[src/rtl/mdu_pkg.sv]
// Shared types and sizing for the RV32M multiply/divide sequencer.
package mdu_pkg;

  localparam int MDU_XLEN = 32;
  // Counter must reach XLEN, so one bit beyond log2.
  localparam int CNT_W = $clog2(MDU_XLEN) + 1;

  typedef enum logic [2:0] {
    OP_MUL    = 3'b000,
    OP_MULH   = 3'b001,
    OP_MULHSU = 3'b010,
    OP_MULHU  = 3'b011,
    OP_DIV    = 3'b100,
    OP_DIVU   = 3'b101,
    OP_REM    = 3'b110,
    OP_REMU   = 3'b111
  } mdu_op_t;

  typedef enum logic [1:0] {
    IDLE = 2'd0,
    RUN  = 2'd1,
    DONE = 2'd2
  } mdu_state_t;

endpackage

[src/rtl/mdu_iter_core.sv]
// Per-cycle datapath: right-shifting shift-add multiply or restoring divide on
// unsigned magnitudes. hi/lo hold product high/low or remainder/quotient.
module mdu_iter_core #(
  parameter int XLEN = 32
) (
  input  logic            clk,
  input  logic            rst,
  input  logic            load,
  input  logic            step,
  input  logic            is_div,
  input  logic [XLEN-1:0] a_mag,
  input  logic [XLEN-1:0] b_mag,
  output logic [XLEN-1:0] hi_nxt,
  output logic [XLEN-1:0] lo_nxt
);

  logic [XLEN-1:0] acc;
  logic [XLEN-1:0] opb;
  logic [XLEN-1:0] quo;
  logic [XLEN:0]   sum;
  logic [XLEN:0]   trial;

  always_comb begin
    sum    = '0;
    trial  = '0;
    hi_nxt = acc;
    lo_nxt = quo;
    if (is_div) begin
      // acc < divisor always holds, so bit XLEN of trial flags a borrow.
      trial = {acc, quo[XLEN-1]} - {1'b0, opb};
      if (!trial[XLEN]) begin
        hi_nxt = trial[XLEN-1:0];
        lo_nxt = {quo[XLEN-2:0], 1'b1};
      end else begin
        hi_nxt = {acc[XLEN-2:0], quo[XLEN-1]};
        lo_nxt = {quo[XLEN-2:0], 1'b0};
      end
    end else begin
      sum    = {1'b0, acc} + (quo[0] ? {1'b0, opb} : {(XLEN+1){1'b0}});
      hi_nxt = sum[XLEN:1];
      lo_nxt = {sum[0], quo[XLEN-1:1]};
    end
  end

  always_ff @(posedge clk) begin
    if (rst) begin
      acc <= '0;
      opb <= '0;
      quo <= '0;
    end else if (load) begin
      acc <= '0;
      opb <= b_mag;
      quo <= a_mag;
    end else if (step) begin
      acc <= hi_nxt;
      quo <= lo_nxt;
    end
  end

endmodule

[src/rtl/mdu_sequencer.sv]
// RV32M multiply/divide controller in Execute: stalls the front of the pipe for
// XLEN iterations (or one cycle for divide special cases) and presents a result.
module mdu_sequencer
  import mdu_pkg::*;
#(
  parameter int XLEN = MDU_XLEN
) (
  input  logic            clk_i,
  input  logic            rst_i,
  input  logic            StartE_i,
  input  logic [2:0]      FunctE_i,
  input  logic [XLEN-1:0] SrcAE_i,
  input  logic [XLEN-1:0] SrcBE_i,
  input  logic            KillE_i,
  output logic            StallMDU_o,
  output logic            DoneE_o,
  output logic [XLEN-1:0] ResultE_o,
  output logic [1:0]      StateDbg_o
);

  localparam logic [XLEN-1:0] INT_MIN = {1'b1, {(XLEN-1){1'b0}}};

  mdu_state_t       state;
  mdu_op_t          op_q;
  logic             neg_q;
  logic [CNT_W-1:0] cnt;
  logic [XLEN-1:0]  result_q;

  mdu_op_t          op_in;
  logic             signed_a, signed_b, sign_a, sign_b, neg_in;
  logic [XLEN-1:0]  a_mag, b_mag;
  logic             special_in;
  logic [XLEN-1:0]  special_res;
  logic [XLEN-1:0]  hi_nxt, lo_nxt;
  logic [2*XLEN-1:0] prod, prod_fix;
  logic [XLEN-1:0]  fixed_res;
  logic             core_load, core_step;

  // Decode of the op currently presented by Execute (used only in IDLE).
  always_comb begin
    op_in    = mdu_op_t'(FunctE_i);
    signed_a = (op_in == OP_MUL) || (op_in == OP_MULH) || (op_in == OP_MULHSU) ||
               (op_in == OP_DIV) || (op_in == OP_REM);
    signed_b = (op_in == OP_MUL) || (op_in == OP_MULH) ||
               (op_in == OP_DIV) || (op_in == OP_REM);
    sign_a   = signed_a & SrcAE_i[XLEN-1];
    sign_b   = signed_b & SrcBE_i[XLEN-1];
    a_mag    = sign_a ? -SrcAE_i : SrcAE_i;
    b_mag    = sign_b ? -SrcBE_i : SrcBE_i;
    neg_in   = (op_in == OP_REM) ? sign_a : (sign_a ^ sign_b);

    special_in  = 1'b0;
    special_res = '0;
    if (FunctE_i[2]) begin
      if (SrcBE_i == '0) begin
        special_in  = 1'b1;
        special_res = FunctE_i[1] ? SrcAE_i : '1;
      end else if (signed_a && SrcAE_i == INT_MIN && SrcBE_i == '1) begin
        special_in  = 1'b1;
        special_res = FunctE_i[1] ? '0 : INT_MIN;
      end
    end
  end

  always_comb begin
    prod     = {hi_nxt, lo_nxt};
    prod_fix = neg_q ? -prod : prod;
    if (!op_q[2])
      fixed_res = (op_q == OP_MUL) ? prod_fix[XLEN-1:0] : prod_fix[2*XLEN-1:XLEN];
    else if (op_q[1])
      fixed_res = neg_q ? -hi_nxt : hi_nxt;
    else
      fixed_res = neg_q ? -lo_nxt : lo_nxt;
  end

  assign core_load = !rst_i && !KillE_i && (state == IDLE) && StartE_i;
  assign core_step = !KillE_i && (state == RUN);

  mdu_iter_core #(.XLEN(XLEN)) u_core (
    .clk    (clk_i),
    .rst    (rst_i),
    .load   (core_load),
    .step   (core_step),
    .is_div (op_q[2]),
    .a_mag  (a_mag),
    .b_mag  (b_mag),
    .hi_nxt (hi_nxt),
    .lo_nxt (lo_nxt)
  );

  always_ff @(posedge clk_i) begin
    if (rst_i) begin
      state    <= IDLE;
      op_q     <= OP_MUL;
      neg_q    <= 1'b0;
      cnt      <= '0;
      result_q <= '0;
    end else if (KillE_i) begin
      state <= IDLE;
      cnt   <= '0;
    end else begin
      case (state)
        IDLE: if (StartE_i) begin
          op_q  <= op_in;
          neg_q <= neg_in;
          cnt   <= '0;
          if (special_in) begin
            result_q <= special_res;
            state    <= DONE;
          end else begin
            state <= RUN;
          end
        end
        RUN: begin
          cnt <= cnt + 1'b1;
          if (cnt == CNT_W'(XLEN - 1)) begin
            result_q <= fixed_res;
            state    <= DONE;
          end
        end
        default: state <= IDLE;
      endcase
    end
  end

  // Handshake: StartE_i marks a valid op in Execute and stays asserted while
  // StallMDU_o holds Execute; DoneE_o (stall low) means ResultE_o is consumed at
  // the next edge. KillE_i drops the stall and the op in the same cycle.
  assign StallMDU_o = !rst_i && !KillE_i &&
                      (((state == IDLE) && StartE_i) || (state == RUN));
  assign DoneE_o    = !KillE_i && (state == DONE);
  assign ResultE_o  = result_q;
  assign StateDbg_o = state;

endmodule

[config.mk]
export PLATFORM = sky130hd
export DESIGN_NAME = mdu_sequencer
export DESIGN_NICKNAME = d
export VERILOG_FILES = /design/src/rtl/mdu_pkg.sv /design/src/rtl/mdu_iter_core.sv /design/src/rtl/mdu_sequencer.sv
export SDC_FILE = /design/constraint.sdc
export NUM_CORES = 1
export LEC_CHECK = 0
export ABC_AREA = 1
export BUFFER_PORTS_ARGS = -buffer_cell sky130_fd_sc_hd__buf_2
export CORE_MARGIN = 8
export CORE_UTILIZATION = 42
export CTS_CLUSTER_DIAMETER = 50
export DETAILED_ROUTE_END_ITERATION = 10
export PLACE_DENSITY_LB_ADDON = 0.1
export SLEW_MARGIN = 20
export SYNTH_ARGS = -nofsm -noshare
export SYNTH_HDL_FRONTEND = slang
export SYNTH_SLANG_ARGS = --single-unit
export TNS_END_PERCENT = 10
[constraint.sdc]
create_clock -name clk_i -period 4.3 [get_ports clk_i]
set_input_delay 0.215 -clock clk_i [delete_from_list [all_inputs] [get_ports clk_i]]
set_output_delay 0.215 -clock clk_i [all_outputs]
set_load 0.02 [all_outputs]
==> impl_metrics.tcl <==
set metrics [dict create \
    status "completed" \
    yosys.area_share.xor_xnor_pct 4.40 \
    cts_buffers 17 \
    synthMuxAreaShare_pct 0.414 \
    root_buffer "clkbuf_16" \
    cp.arrival_ns 4.58 \
    synth_area_per_cell_sq_um 5.50 \
    drt_iter0_drc 2643 \
    synth_top_area_share_pct 20.1 \
    crit_type "register to register" \
    drv_cap 0 \
    synth_cells 3078 \
    post-route-period-util_pct 97.4 \
    clkSlewWorstSetupHoldPaths_ns 0.08 \
    cts_htree_levels 4 \
    post-place-cells 3847 \
    insertion_delay_ns 0.46 \
    synth_nets 3221 \
    vias_per_cell 5.63 \
    detail-route-antenna-nets 0 \
    clock-sinks 140 \
    slowest_delay_ns 0.40 \
    ys_warn_count 0 \
    worst_pin_slew_ns 0.970 \
    fin_ws_ns 0.113 \
    period_minus_slack_ns 4.19 \
    synth-compound-area-share_pct 18.4 \
    port_buffers 106 \
    finalSetupViolCount 0 \
    required_ns 4.69 \
    synth_edf_count 0 \
    cp-end-kind "register" \
    grt_usage_pct 34.2 \
    synth_top_family_by_area "simple AND/OR/NAND/NOR gates" \
    tritoncts "yes" \
    grt_pass1_vias 19872 \
    core-area_sq_um 39700 \
    startpoint "u_core.quo[31]" \
    power_leakage_uw 0.0109 \
    synth_fa_ha_area_share_pct 5.41 \
    min_path_type "input pin to register" \
    async_flop_share_pct 0 \
    place_area_sq_um 19500 \
    syn_area_sq_um 16900 \
    cp_common_cell "nand2_2" \
    r2r-start "u_core.quo[31]" \
    firstDrtPassIters 6 \
    area_growth_pct 20.8 \
    rsz0062_at_grt "true" \
    synth_top_cell_by_area "nand2_1" \
    wire_per_inst_microns 21.6 \
    ir_worst_vdd_mv 0.225 \
    vias 21921 \
    initial_utilization_pct 42.6 \
    fp.dieArea_sq_um 47000 \
    ioPinCount 107 \
    worstHoldStart "StartE_i" \
    yosysUniqueCellTypes 60 \
    gp_congestion 1.04 \
    netlist_top_cells_area "nand2_1 20%, dfxtp_1 17%, inv_1 9.5%, nand3_1 7.3%, o21ai_0 6.9%" \
    max_freq_mhz 239 \
    nets 3494 \
    grt_overflow 0 \
    slowest_stage "fa_2" \
    slew_headroom_pct 34.6 \
    worst-path-max-fanout 4 \
    rows 73 \
    die_w_microns 217 \
    hold_buffers 0 \
    final_cell_count_no_fill 3891 \
    hold_viol 0 \
    ys_seq_area_share_pct 16.6 \
    ys_seq_elements 140 \
    cts_buffer_depth 2 \
    ys.flop_type "dfxtp_1" \
    grt_pass1_wl_mm 123 \
    place_hpwl_mm 68.5 \
    die_height_microns 217 \
    final_area_sq_um 20400 \
    slew_viol_final 0 \
    p_per_area_nw_per_um2 275 \
    skew_ns 0.0200 \
    worstSetupStartpointType "register" \
    antenna_found_initial 2 \
    place_ws_ns -0.00170 \
    drc 0 \
    grt_max_degree 84 \
    synth_simple_gate_area_share_pct 42.0 \
    wl_mm 83.9 \
    tns_ns 0 \
    drive_above_1_share_pct 17.0 \
]
[through the flow]
| stage | util [%] | total power [uW] | hold WS, ns |
|---|---|---|---|
| after floorplan | - | 2920 | 0.358 |
| after global placement | 49.1 | 3860 | 0.459 |
| after detailed placement | 49.1 | 3870 | 0.470 |
| after CTS | 50.6 | 5460 | 0.0396 |
| after global routing | 51.5 | 5880 | 0.0791 |
| final | 51.5 | 5620 | 0.0526 |
[cells by family after synthesis]
| group | count (synthesis) |
|---|---|
| flops | 140 |
| fa+ha+maj | 72 |
| buf+inv | 549 |
| mux | 7 |
| simple gates | 1658 |
| compound gates | 567 |
| xor+xnor | 85 |
[critical path, delay by kind of cell, from the launching register on]
kind            cells  cell delay [ns]
simple gates       26             2.30
fa+ha+maj           3             0.66
buf+inv             5             0.40
compound gates      3             0.39
flops               1             0.33
[registers in the layout, summed over array words and instances, names as in the netlist]
register,flops
u_core.acc,32
ResultE_o,32
u_core.quo,32
op_q,3
u_core.opb,32
neg_q,1
cnt,6
StateDbg_o,2
[power by group]
| part | internal [uW] | leakage, uW | total [uW] | switching [uW] |
|---|---|---|---|---|
| clock | 843 | 0.000300 | 1620 | 773 |
| combinational | 870 | 0.00947 | 2610 | 1740 |
| sequential | 1350 | 0.00114 | 1400 | 48.7 |
[area by class of cell]
class                      instances  area, sq um
clock inverter                    15          186
sequential                       140         2820
inverter                         446         1680
fill                            4340        19300
tap                              525          657
clock buffer                      17          425
multi-input combinational       2389        12200
antenna                            2         5.00
timing repair buffer             357         2480
[worst paths after layout]
check | endpoint | slack, ns | cells after the start
worst min register to register | u_core.quo[6] | 0.49 | 2
worst max register to register | ResultE_o[22] | 0.11 | 37
worst max-delay path | ResultE_o[22] | 0.11 | 37
worst min-delay path | StateDbg_o[0] | 0.05 | 3
[cell usage after synthesis, drive strengths merged (19+ instances only)]
| cell type | n |
|---|---|
| inv | 440 |
| nand4 | 34 |
| nor2 | 319 |
| o21ai | 250 |
| ha | 70 |
| or2 | 19 |
| nor3 | 44 |
| nand3 | 251 |
| xnor2 | 25 |
| dfxtp | 140 |
| buf | 38 |
| xor2 | 60 |
| a21oi | 207 |
| a31oi | 43 |
| clkbuf | 65 |
| nand2 | 957 |
[routing by layer]
metal	part of all wire, %	GRT usage [%]	routed length, microns	vias to the layer above
li1	-	-	-	10479
met1	44	48.4	36700	10154
met2	43	52.4	36000	1161
met3	11	6.06	8890	125
met4	2.7	9.74	2280	2
met5	0.013	0	11	-
[layout by cell type, fill, tap and decap left out, types with 13 or more instances in the layout]
cell type	Yosys	layout
xnor2_1	25	25
dfxtp_1	140	130
nand3_1	246	241
xor2_1	60	59
ha_1	70	63
nor3_1	41	39
nor4_1	13	13
nand4_1	34	34
a31oi_1	43	43
a21oi_1	198	190
nand3b_1	13	13
a21oi_2	9	17
nor2_2	14	20
o21ai_0	233	226
nor2_1	301	294
buf_4	9	245
clkbuf_16	0	17
nand2_1	908	894
inv_2	11	14
buf_2	14	106
inv_1	428	425
or2_2	16	16
o22ai_1	15	15
nand2_2	42	55
o21ai_1	12	16
[timing repair]
action | in CTS | in global routing
setup buffers | 0 | 10
gates resized for setup | 1 | 70
gates cloned | 0 | 0
hold endpoints to repair | 0 | 0
pin swaps | 0 | 20
setup endpoints to repair | 5 | 30
(Power assumes the default switching activity.)
